`src/rtl/led_seq_ctrl_if.sv`:
```
// rtl/led_seq_ctrl_if.sv - command and status bundle between the UART decoder and the LED sequencer
interface led_seq_ctrl_if #(
  parameter int SLOT_N = 8,
  parameter int TIME_W = 32
);
  logic                      cmd_valid;
  logic [SLOT_N-1:0]         ctrl;
  logic [TIME_W-1:0]         time_set;
  logic                      led;
  logic [$clog2(SLOT_N)-1:0] slot_idx;
  logic                      busy;
  logic                      cycle_done;
  logic                      pending;

  modport master (
    output cmd_valid, ctrl, time_set,
    input  led, slot_idx, busy, cycle_done, pending
  );

  modport slave (
    input  cmd_valid, ctrl, time_set,
    output led, slot_idx, busy, cycle_done, pending
  );
endinterface

```
`src/rtl/led_seq_ctrl.sv`:
```
// rtl/led_seq_ctrl.sv - LED pattern sequencer; LED_SEQ_SYNC_UPDATE_EN defers RUN commands to the wrap
// boundary through a shadow register instead of restarting immediately.
module led_seq_ctrl #(
  parameter int SLOT_N = 8,
  parameter int TIME_W = 32
) (
  input  logic            Clk,
  input  logic            Reset,
  led_seq_ctrl_if.slave   bus
);
  localparam int IDX_W = $clog2(SLOT_N);

  typedef enum logic {IDLE, RUN} state_t;

  state_t              state, state_nxt;
  logic [SLOT_N-1:0]   pattern, pattern_nxt;
  logic [TIME_W-1:0]   period, period_nxt;
  logic [TIME_W-1:0]   timer, timer_nxt;
  logic [IDX_W-1:0]    slot, slot_nxt;
  logic                led_q, led_nxt;
  logic                done_q, done_nxt;
  logic                boundary, wrap;
  logic [IDX_W-1:0]    slot_inc;

`ifdef LED_SEQ_SYNC_UPDATE_EN
  logic [SLOT_N-1:0]   sh_ctrl, sh_ctrl_nxt;
  logic [TIME_W-1:0]   sh_time, sh_time_nxt;
  logic                pending_q, pending_nxt;
  logic                idle_apply;
  logic [SLOT_N-1:0]   idle_ctrl;
  logic [TIME_W-1:0]   idle_time;
`endif

  assign boundary = (state == RUN) && (timer == period - TIME_W'(1));
  assign wrap     = boundary && (slot == IDX_W'(SLOT_N - 1));
  assign slot_inc = slot + IDX_W'(1);

  always_ff @(posedge Clk) begin
    if (Reset) begin
      state   <= IDLE;
      pattern <= '0;
      period  <= '0;
      timer   <= '0;
      slot    <= '0;
      led_q   <= 1'b0;
      done_q  <= 1'b0;
`ifdef LED_SEQ_SYNC_UPDATE_EN
      sh_ctrl   <= '0;
      sh_time   <= '0;
      pending_q <= 1'b0;
`endif
    end else begin
      state   <= state_nxt;
      pattern <= pattern_nxt;
      period  <= period_nxt;
      timer   <= timer_nxt;
      slot    <= slot_nxt;
      led_q   <= led_nxt;
      done_q  <= done_nxt;
`ifdef LED_SEQ_SYNC_UPDATE_EN
      sh_ctrl   <= sh_ctrl_nxt;
      sh_time   <= sh_time_nxt;
      pending_q <= pending_nxt;
`endif
    end
  end

  always_comb begin
    state_nxt   = state;
    pattern_nxt = pattern;
    period_nxt  = period;
    timer_nxt   = timer;
    slot_nxt    = slot;
    led_nxt     = led_q;
    done_nxt    = 1'b0;
`ifdef LED_SEQ_SYNC_UPDATE_EN
    sh_ctrl_nxt = sh_ctrl;
    sh_time_nxt = sh_time;
    pending_nxt = pending_q;
    // A shadow left over from a same-cycle command at a stopping wrap is honoured once idle.
    idle_apply  = bus.cmd_valid || pending_q;
    idle_ctrl   = bus.cmd_valid ? bus.ctrl : sh_ctrl;
    idle_time   = bus.cmd_valid ? bus.time_set : sh_time;
`endif

    case (state)
      IDLE: begin
        led_nxt = 1'b0;
`ifdef LED_SEQ_SYNC_UPDATE_EN
        if (idle_apply) begin
          pending_nxt = 1'b0;
          if (idle_time != '0) begin
            state_nxt   = RUN;
            pattern_nxt = idle_ctrl;
            period_nxt  = idle_time;
            timer_nxt   = '0;
            slot_nxt    = '0;
            led_nxt     = idle_ctrl[0];
          end
        end
`else
        if (bus.cmd_valid && bus.time_set != '0) begin
          state_nxt   = RUN;
          pattern_nxt = bus.ctrl;
          period_nxt  = bus.time_set;
          timer_nxt   = '0;
          slot_nxt    = '0;
          led_nxt     = bus.ctrl[0];
        end
`endif
      end

      RUN: begin
        if (boundary) begin
          timer_nxt = '0;
          slot_nxt  = slot_inc;
          led_nxt   = pattern[slot_inc];
          done_nxt  = wrap;
        end else begin
          timer_nxt = timer + TIME_W'(1);
        end
`ifdef LED_SEQ_SYNC_UPDATE_EN
        if (bus.cmd_valid) begin
          sh_ctrl_nxt = bus.ctrl;
          sh_time_nxt = bus.time_set;
          pending_nxt = 1'b1;
        end
        if (wrap && pending_q) begin
          pending_nxt = bus.cmd_valid;
          slot_nxt    = '0;
          timer_nxt   = '0;
          if (sh_time == '0) begin
            state_nxt = IDLE;
            led_nxt   = 1'b0;
          end else begin
            pattern_nxt = sh_ctrl;
            period_nxt  = sh_time;
            led_nxt     = sh_ctrl[0];
          end
        end
`else
        // A command overrides a coincident slot boundary, so an aborted cycle never reports done.
        if (bus.cmd_valid) begin
          done_nxt  = 1'b0;
          timer_nxt = '0;
          slot_nxt  = '0;
          if (bus.time_set == '0) begin
            state_nxt = IDLE;
            led_nxt   = 1'b0;
          end else begin
            pattern_nxt = bus.ctrl;
            period_nxt  = bus.time_set;
            led_nxt     = bus.ctrl[0];
          end
        end
`endif
      end

      default: begin
        state_nxt = IDLE;
        led_nxt   = 1'b0;
      end
    endcase
  end

  assign bus.led        = led_q;
  assign bus.slot_idx   = slot;
  assign bus.busy       = (state == RUN);
  assign bus.cycle_done = done_q;
`ifdef LED_SEQ_SYNC_UPDATE_EN
  assign bus.pending    = pending_q;
`else
  assign bus.pending    = 1'b0;
`endif
endmodule

```
`src/flat_wrapper.sv`:
```
// flat-port wrapper written by rule: the top's interface ports become plain ports
module led_seq_ctrl_flat 
#(
  parameter int SLOT_N = 8,
  parameter int TIME_W = 32
)
  (Clk, Reset, bus_cmd_valid, bus_ctrl, bus_time_set, bus_led, bus_slot_idx, bus_busy, bus_cycle_done, bus_pending);
  led_seq_ctrl_if #(.SLOT_N(SLOT_N), .TIME_W(TIME_W)) bus_i ();
  input  logic Clk;
  input  logic Reset;
  input wire logic [$bits(bus_i.cmd_valid)-1:0] bus_cmd_valid;
  input wire logic [$bits(bus_i.ctrl)-1:0] bus_ctrl;
  input wire logic [$bits(bus_i.time_set)-1:0] bus_time_set;
  output wire logic [$bits(bus_i.led)-1:0] bus_led;
  output wire logic [$bits(bus_i.slot_idx)-1:0] bus_slot_idx;
  output wire logic [$bits(bus_i.busy)-1:0] bus_busy;
  output wire logic [$bits(bus_i.cycle_done)-1:0] bus_cycle_done;
  output wire logic [$bits(bus_i.pending)-1:0] bus_pending;
  assign bus_i.cmd_valid = bus_cmd_valid;
  assign bus_i.ctrl = bus_ctrl;
  assign bus_i.time_set = bus_time_set;
  assign bus_led = bus_i.led;
  assign bus_slot_idx = bus_i.slot_idx;
  assign bus_busy = bus_i.busy;
  assign bus_cycle_done = bus_i.cycle_done;
  assign bus_pending = bus_i.pending;
  led_seq_ctrl #(.SLOT_N(SLOT_N), .TIME_W(TIME_W)) u_core (.Clk(Clk), .Reset(Reset), .bus(bus_i));
endmodule
```
`config.mk`:
```
export PLATFORM = sky130hd
export DESIGN_NAME = led_seq_ctrl_flat
export DESIGN_NICKNAME = d
export VERILOG_FILES = /design/src/rtl/led_seq_ctrl_if.sv /design/src/rtl/led_seq_ctrl.sv /design/src/flat_wrapper.sv
export SDC_FILE = /design/constraint.sdc
export NUM_CORES = 1
export LEC_CHECK = 0
export CAP_MARGIN = 20
export CORE_ASPECT_RATIO = 2
export CORE_MARGIN = 4
export CORE_UTILIZATION = 40
export DETAILED_ROUTE_END_ITERATION = 10
export GPL_ROUTABILITY_DRIVEN = 0
export SYNTH_ARGS = -nofsm -noshare
export SYNTH_HDL_FRONTEND = slang
export SYNTH_SLANG_ARGS = --single-unit
```
`constraint.sdc`:
```
create_clock -name Clk -period 5.4 [get_ports Clk]
set_input_delay 1.08 -clock Clk [delete_from_list [all_inputs] [get_ports Clk]]
set_output_delay 1.08 -clock Clk [all_outputs]
set_load 0.1 [all_outputs]
```
==> After elaboration in Yosys (flattened, before gate mapping) <==
Index checks and enable logic that the tools add are counted.
{ "word_totals": {"register_bits": 78, "latch_bits": 0, "ram_bits": 0, "romBits": 0, "input_bits": 43, "output_inout_bits": 7, "elab_cells": 54, "mem_count": 0} }
{ "classes": {"add_sub_neg": 3, "n_mul": 0, "div_mod_pow": 0, "order_cmp": 1, "eq_ne": 6, "n_shift": 0, "muxes": 27, "bitwise": 2, "n_reduce_logical": 8} }
{ "op_table": {"columns": ["op", "count"], "rows": [
  ["32-bit 2-to-1 mux", 6],
  ["32-bit case mux with 2 select lines", 2],
  ["32-bit by 1-bit adder with 32-bit output (second input constant)", 1],
  ["32-bit == test", 1],
  ["32-bit zero test", 1],
  ["32-bit nonzero test", 1],
  ["32-bit by 1-bit subtractor with 32-bit output (second input constant)", 1],
  ["8-bit 2-to-1 mux", 3],
  ["8-bit case mux with 2 select lines", 1],
  ["3-bit 2-to-1 mux", 3],
  ["1-bit 2-to-1 mux", 8],
  ["3-bit case mux with 2 select lines", 1],
  ["3-bit by 4-bit < comparator with 1-bit output (second input constant)", 1],
  ["2-bit inequality test (second input constant)", 2],
  ["1-bit case mux with 2 select lines", 2],
  ["4-bit OR reduction", 1],
  ["3-bit by 1-bit adder with 3-bit output (second input constant)", 1],
  ["1-bit binary-select mux with 3-bit select", 1],
  ["3-bit == test (second input constant)", 1],
  ["1-bit logical AND", 3],
  ["3-bit inequality test (second input constant)", 1],
  ["3-bit AND reduction", 1],
  ["2-bit by 1-bit inequality test with 1-bit output (second input constant)", 1],
  ["1-bit NOT", 2],
  ["2-bit AND reduction", 1]
]} }

==> Logic depth before layout (Yosys ltp) <==
Gate-level depths: netlist (run 1).
{ "depth": {"ltp_word": 6, "ltp_mapped": 11, "mapped_depth_nobuf": 10} }

==> Worst setup path before layout (run 1) <==
OpenSTA, ideal clock, no wires.
{ "synth_timing": {"path_type": "in2reg", "startpoint": "input port bus_time_set[11]", "endpoint": "register u_core.timer[18]", "setup_ps": 72, "arrival_ps": 2857, "required_ps": 5328, "path_slack_ps": 2472, "path_stages": 9, "n_path_buf": 2, "cell_sequence": "nor4_1 nand4_1 o21ai_0 clkbuf_1 nand2_1 nor2_1 clkbuf_1 a31oi_1 mux2i_1"} }
{ "synth_via": {"elab_chain_cells": 3} }
{ "synth_lines": {"columns": ["item", "line", "rtl"], "rows": [
  ["start, declared", "flat_wrapper.sv:13", "input wire logic [$bits(bus_i.time_set)-1:0] bus_time_set;"],
  ["32-bit nonzero test", "led_seq_ctrl.sv:102", "if (bus.cmd_valid && bus.time_set != '0) begin"],
  ["1-bit logical AND", "led_seq_ctrl.sv:102", null],
  ["2-bit by 1-bit inequality test with 1-bit output (no source line)", null, null],
  ["end signal, assigned", "led_seq_ctrl.sv:56", "timer <= timer_nxt;"],
  ["end, declared", "led_seq_ctrl.sv:18", "logic [TIME_W-1:0] timer, timer_nxt;"]
]} }
Every way passes these cells.
A chain may end at the register's enable or synchronous reset.

==> Worst setup path after layout (run 1) <==
{ "layout_timing": {"startpoint": "register u_core.period[0]", "endpoint": "register u_core.slot[0], in the netlist u_core.bus.slot_idx[0]"} }
{ "layout_via": {"elab_chain_cells": 5} }
{ "layout_lines": {"columns": ["item", "line", "rtl"], "rows": [
  ["start, declared", "led_seq_ctrl.sv:17", "logic [TIME_W-1:0] period, period_nxt;"],
  ["start signal, assigned", "led_seq_ctrl.sv:55", "period <= period_nxt;"],
  ["32-bit by 1-bit subtractor with 32-bit output", "led_seq_ctrl.sv:34", "assign boundary = (state == RUN) && (timer == period - TIME_W'(1));"],
  ["32-bit == test", "led_seq_ctrl.sv:34", null],
  ["1-bit logical AND", "led_seq_ctrl.sv:34", null],
  ["3-bit inequality test (no source line)", null, null],
  ["2-bit AND reduction (no source line)", null, null],
  ["end signal, assigned", "led_seq_ctrl.sv:57", "slot <= slot_nxt;"],
  ["end, declared", "led_seq_ctrl.sv:19", "logic [IDX_W-1:0] slot, slot_nxt;"]
]} }
Every way passes these cells.

==> results.md, run 1 <==
* DR DRC count at 0
* Top FF cell, synth: dfxtp_1
* Post-CTS setup buffer count at 0
* Die area at 13600 um^2
* Fin crit period at between 4 and 5 ns
* Netlist cell types at 60
* Layout Skew at between 0.01 and 0.015 ns
* Number of synthesized flops with an enable pin at 0
* Buffers on Ports at 48
* Vias per cell at 5.72
* Cell count after synthesis at ~570
* CP peak stage delay at 0.72 ns
* Vias in the first global route at between 4000 and 5000
* Status: finished, final reports clean
* Largest net degree at the start of global routing at 52
* Final ANT Viol Nets at 0
* Cell Pwr Density at 263 nW/um^2
* Die Height at about 160 um
* Filler Cell Count at about 1100
* CP Buf/Inv Count at 1
* # clock sinks at about 80
* Kind of cell adding the most delay to the critical path: compound AO/OA/AOI/OAI gates
* Slowest stage cell on the critical path: a21oi_2
* Clk slew on worst S/H paths at around 0.060 ns
* Worst-Skew Late Latency at 0.34 ns
* Crit path capture type: register
* Fin crit share at between 70% and 80%
* I/O pins at 50
* Int Pwr at between 1000 and 1500 uW
* Share of cells above drive strength 1 at under 10%
* Post-DP Area at 5230 um^2
* Fmax at 236 MHz
* TritonCTS buffer count at 9
* Core Area at around 11000 um^2
* Kind of critical path: reg -> reg
* Critical-path cell list: inv_1 > ha_1 > nor4b_2 > nand4_1 > o31a_1 > a2111oi_0 > nand4_1 > a2111o_1 > a21oi_2 > mux2i_1
* Seq/Total Area, Yosys at between 30% and 40%
* Type of origin of the critical path: register
* First-pass GRT wire length at approximately 21000 um
* Synthesized area at between 4000 and 5000 um^2
* Area growth syn-to-layout at 18.3%
* Worst Path Required at approximately 5.6 ns
* Dpl hpwl at around 10000 um
* Worst-path fanout max at 25
* Design area at around 5500 um^2
* Worst Tran Pin Value at 0.979 ns
* Starting DRT DRC Count at between 150 and 200
* Mapped Avg Cell Area at approximately 8.2 um^2
* Routed len/inst at between 15 and 20 um
* Power share of the combinational group at 15.8%
* Post-cts sizing count at 0
* Root buffer cell: clkbuf_16
* Final hold viol count at 0
* Total overflow reported by the global router at 0
* Synth warnings at 0
* Diodes inserted at 0
* Total GRT Usage at a little under 20%
* Clk buf depth at 2
* Psw at approximately 390 uW
* Max capacitance violation total at 0
* Most used cell, CP: nand4_1
* Nets at about 650
* TritonCTS clock tree: done
* Final setup viols at 0
* Unrepaired setup endpoints after global routing: no
* Die X-Extent at around 84 um
* Vias at ~4300
* Peak supply drop at 207 uV
* First-pass DRT Iterations at 5
* Sw Ratio at between 20% and 30%
* Synthesized flop and latch total at between 70 and 80
* Static Leak at 0.00197 uW
* Starting density of the core at between 40% and 50%
* Pins Over Slew Limit at 0
* Post-synth ARST share at 0%
* Data arrival time of the critical path at approximately 4.4 ns
* Routed WL at roughly 13000 um
* Hold Crit Class: reg -> reg
* Relative slew slack at about a third
* Sequential share of power at a little over two fifths
* Setup TNS at 0 ns
* Hold-fix buffers at CTS at 0
* # H-tree levels at 3
* Initial antenna violation count at 0
* Clk pwr share at 41.1%
* Rows at 55
* Syn Nets at about 600
-- power by group through the flow --
stage | Clock [uW] | Sequential (uW) | Combinational [uW]
after floorplan | 0 | 629 | 159
after global placement | 0 | 637 | 225
after global routing | 632 | 627 | 253
after detailed placement | 0 | 637 | 229
final | 596 | 625 | 230
after CTS | 610 | 625 | 230
-- cells by family (layout without fill, tap and decap cells) --
group	after synthesis	after routing	synth area share, %
AOI/OAI and AO/OA	70	70	10.2
DFF	78	78	33.4
adders and majority gates	4	4	1.07
muxes	48	48	10.9
xor gates and xnor gates	63	63	11.8
and+or+nand+nor	254	254	28.3
other	1	1	0.0803
buffers and inverters	49	85	4.23
-- registers in the layout (all words and copies together) (netlist names), named ones only --
| name | flops |
|---|---|
| u_core.pattern | 8 |
| u_core.bus.cycle_done | 1 |
| u_core.timer | 32 |
| u_core.bus.led | 1 |
| u_core.bus.slot_idx | 3 |
| u_core.period | 32 |
-- cell usage after synthesis, drive strengths merged (7+ instances only) --
cell type   n  area share [%]
dfxtp      78              33
nor2       73             5.9
nand2      50             4.0
mux2i      45             9.6
xnor2      39             7.3
nor4       26             3.9
clkbuf     24             1.9
xor2       24             4.5
nand3      22             2.4
nand4      20             2.7
inv        17             1.4
a31oi      14             1.9
nor3       13             1.5
o21ai      13             1.4
a21oi      12             1.4
buf         8            0.94
nor3b       8             1.3
or4         7             1.2
-- cells in the final DEF, fill, tap and decap left out, types with 3 or more instances in the layout --
| cell type | Yosys | routed |
|---|---|---|
| inv_1 | 17 | 17 |
| and2_1 | 3 | 3 |
| nor3b_1 | 8 | 8 |
| a21oi_1 | 11 | 11 |
| or2_2 | 4 | 4 |
| xor2_1 | 24 | 24 |
| clkdlybuf4s50_1 | 0 | 47 |
| nor4_1 | 24 | 24 |
| or3_1 | 4 | 4 |
| nor2_1 | 73 | 73 |
| buf_4 | 2 | 4 |
| ha_1 | 4 | 4 |
| mux2i_1 | 45 | 45 |
| nand4_1 | 20 | 20 |
| xnor2_1 | 39 | 39 |
| or4_1 | 6 | 6 |
| nand2_1 | 50 | 50 |
| o21ai_0 | 13 | 12 |
| nor2b_1 | 5 | 5 |
| dfxtp_1 | 78 | 78 |
| a211oi_1 | 4 | 4 |
| nor4b_1 | 3 | 3 |
| nand3b_1 | 3 | 3 |
| nand3_1 | 22 | 22 |
| a31oi_1 | 14 | 14 |
| clkbuf_16 | 0 | 9 |
| o211ai_1 | 5 | 5 |
| and3_1 | 4 | 4 |
| nor3_1 | 12 | 12 |
| a2111oi_0 | 4 | 4 |
-- through the flow --
stage	worst slack, ns	utilization [%]	total power, uW	hold slack, ns	cells
final	1.17	48.6	1450	0.454	745
after global routing	0.906	48.6	1510	0.473	745
after CTS	1.20	48.6	1460	0.456	745
after detailed placement	1.23	46.0	866	0.447	729
after global placement	1.22	46.0	862	0.442	729
after floorplan	2.47	-	788	0.433	567
-- metal layers --
layer	share of wire (%)	up-vias	track usage (%)
met2	56	92	36.4
li1	-	2102	-
met4	6.3	0	13.9
met3	2.7	47	2.77
met1	35	2022	19.1
met5	0	-	0
-- worst register-to-register path, cell delays in order, from the launching register on --
cell       delay (ns)
dfxtp_1          0.38
inv_1            0.09
ha_1             0.20
nor4b_2          0.47
nand4_1          0.43
o31a_1           0.37
a2111oi_0        0.49
nand4_1          0.14
a2111o_1         0.65
a21oi_2          0.72
mux2i_1          0.16
-- final timing paths --
kind                           from                     end  slack [ns]  cells past startpoint
hold reg to reg   u_core.pattern[5]       u_core.pattern[5]        0.45                      2
hold / removal    u_core.pattern[5]       u_core.pattern[5]        0.45                      2
setup reg to reg   u_core.period[0]  u_core.bus.slot_idx[0]        1.17                     10
setup / recovery   u_core.period[0]  u_core.bus.slot_idx[0]        1.17                     10
-- area by class of cell --
cell class / instances / area, um^2 / share of cell area (%)
clock buffer: 11 / 233 / 4.21
clock inverter: 5 / 60.1 / 1.09
inverter: 17 / 63.8 / 1.16
multi-input combinational: 440 / 2920 / 52.9
sequential: 78 / 1560 / 28.3
tap: 142 / 178 / 3.22
timing repair buffer: 52 / 505 / 9.15
No activity file was read; power rests on OpenSTA's default activity.
==> inputs of run 2 (changes only) <==
- clock period: 5.4 -> 3.6 ns (I/O delays scaled with it)
==> results.md, run 2 (synthesized netlist as in run 1, its figures left out) <==
* Most frequent cells in the layout: dfxtp_1 (78), nor2_1 (73), nand2_1 (50)
* Relative slew slack at 34.2% (-0.33 points)
* TritonCTS buffer count at 9 (unchanged)
* Total GRT Usage at 20.3% (+0.76 points)
* Top Registers: u_core.period: 32 flops, u_core.timer: 32 flops, u_core.pattern: 8 flops
* Fmax at 297 MHz (+26%)
* Hold-fix buffers at CTS at 0 (unchanged)
* Vias at 4398 (+3.2%)
* Max capacitance violation total at 0 (unchanged)
* Cell Pwr Density at 385 nW/um^2 (+47%)
* Filler Cell Count at 1129 (-0.44%)
* Kind of critical path: reg -> reg
* Data arrival time of the critical path at 3.58 ns (-0.84 ns)
* Die Height at 161 um (unchanged)
* Clk slew on worst S/H paths at 0.06 ns (about the same)
* Final hold viol count at 0 (unchanged)
* Post-CTS setup buffer count at 0 (unchanged)
* Starting density of the core at 41.1% (unchanged)
* Post-cts sizing count at 0 (unchanged)
* Worst-path fanout max at 16 (-36%)
* First-pass DRT Iterations at 5 (unchanged)
* Fin crit period at 3.37 ns (-0.862 ns)
* Diodes inserted at 0 (unchanged)
* Psw at 599 uW (+52%)
* Register area at 1560 um^2 (unchanged)
* Commonest non-fill, non-tap cell in the layout: dfxtp_1
* Total overflow reported by the global router at 0 (unchanged)
* Final setup viols at 0 (unchanged)
* Clk pwr share at 39.9% (-1.2 points)
* Clk buf depth at 2 (unchanged)
* Routed WL at 13400 um (+2.1%)
* Starting DRT DRC Count at 197 (+7.1%)
* Static Leak at 0.00203 uW (+3.3%)
* Area growth syn-to-layout at 20.2%
* Fin crit share at 93.5% (+15 points)
* Area of the multi-input gates at 2940 um^2 (+0.56%)
* Int Pwr at 1560 uW (+48%)
* Peak supply drop at 323 uV (+56%)
* Power share of the combinational group at 16.9% (+1.1 points)
* Setup TNS at 0 ns (unchanged)
* Vias per cell at 5.82 (+1.7%)
* Largest net degree at the start of global routing at 52 (unchanged)
* Worst-Skew Late Latency at 0.34 ns (about the same)
* Total chip power at 2160 uW (+49%)
* Layout Skew at 0.00813 ns (-0.00265 ns)
* Hold Crit Class: reg -> reg
* I/O pins at 50 (unchanged)
* Share of cells above drive strength 1 at 8.63% (+2.7 points)
* Sequential share of power at 43.2% (about the same)
* Nets at 656 (+1.7%)
* Type of origin of the critical path: register
* Dpl ws at 0.126 ns (-1.10 ns)
* Buffers on Ports at 48 (unchanged)
* # H-tree levels at 3 (unchanged)
* Status: finished, final reports clean
* Die X-Extent at 84.4 um (unchanged)
* Dpl hpwl at 10600 um (+1.9%)
* Core Area at 11400 um^2 (unchanged)
* Pins Over Slew Limit at 0 (unchanged)
* Final ANT Viol Nets at 0 (unchanged)
* Root buffer cell: clkbuf_16
* DR DRC count at 0 (unchanged)
* # clock sinks at 78 (unchanged)
* Worst Tran Pin Value at 0.984 ns (+0.00496 ns)
* First-pass GRT wire length at 21900 um (+3.9%)
* TritonCTS clock tree: done
* Sw Ratio at 27.7% (+0.61 points)
* Crit path capture type: register
* Setup ws final at 0.232 ns (-0.938 ns)
* Vias in the first global route at 4459 (+5.0%)
* Initial antenna violation count at 0 (unchanged)
* Worst Path Required at 3.81 ns (-1.78 ns)
* Routed len/inst at 17.7 um (+0.58%)
* Rows at 55 (unchanged)
* Unrepaired setup endpoints after global routing: no
* Die area at 13600 um^2 (unchanged)
[run 2: cell count changes in the layout (fill, tap and decap cells not counted), sizes merged]
cell           delta
bufinv            -1
buf              +13
clkinvlp          +1
clkdlybuf4s50     -2
[run 2: cell type report]
| class | instances | area share (%) |
|---|---|---|
| Tap cell | 142 | 3.17 |
| Timing Repair Buffer | 63 | 10.4 |
| Sequential cell | 78 | 27.8 |
| Clock inverter | 5 | 0.602 |
| Clock buffer | 11 | 4.51 |
| Multi-Input combinational cell | 440 | 52.4 |
| Inverter | 17 | 1.14 |
[run 2: routing by layer]
layer	part of all wire (%)	GRT usage (%)	vias to the layer above	routed length [um]
li1	-	-	2115	-
met3	3.2	3.54	62	432
met4	6.9	14.8	0	923
met2	55	37.5	128	7420
met1	34	19.6	2093	4610
met5	0	0	-	0
[run 2: worst max-delay path: stages, from the launching register on]
cell and delay (ns):
dfxtp_1 0.36, inv_1 0.08, ha_1 0.21, nor4b_4 0.37
nand4_1 0.23, buf_4 0.23, nor4_1 0.47, xnor2_1 0.21
nand4_1 0.11, a2111o_2 0.48, buf_4 0.23, a31oi_1 0.17
mux2i_1 0.09
[run 2: power by group through the flow]
| stage | combinational (uW) | clock [uW] | sequential (uW) |
|---|---|---|---|
| after floorplan | 238 | 0 | 944 |
| after global placement | 355 | 0 | 950 |
| after detailed placement | 359 | 0 | 951 |
| after CTS | 363 | 886 | 931 |
| after global routing | 402 | 924 | 936 |
| final | 366 | 862 | 933 |
[run 2: final timing paths]
kind / startpoint / to / slack (ns) / cells after the start
max: u_core.period[0] / u_core.timer[14] / 0.23 / 12
min reg2reg: u_core.pattern[7] / u_core.pattern[7] / 0.46 / 2
max reg2reg: u_core.period[0] / u_core.timer[14] / 0.23 / 12
min: u_core.pattern[7] / u_core.pattern[7] / 0.46 / 2
[run 2: per-stage QoR]
stage / cells / area (um^2) / util [%] / hold slack [ns]
6_report: 756 / 5610 / 49.4 / 0.456
5_1_grt: 756 / 5610 / 49.4 / 0.482
4_1_cts: 756 / 5590 / 49.3 / 0.457
3_5_place_dp: 740 / 5310 / 46.7 / 0.449
3_3_place_gp: 740 / 5310 / 46.7 / 0.441
2_1_floorplan: 567 / 4670 / - / 0.433
==> inputs of run 3 (changes only) <==
- CTS_CLUSTER_SIZE: unset -> 25
==> results of run 3 <==
Final layout, timing and power as in run 2 (identical DEF).
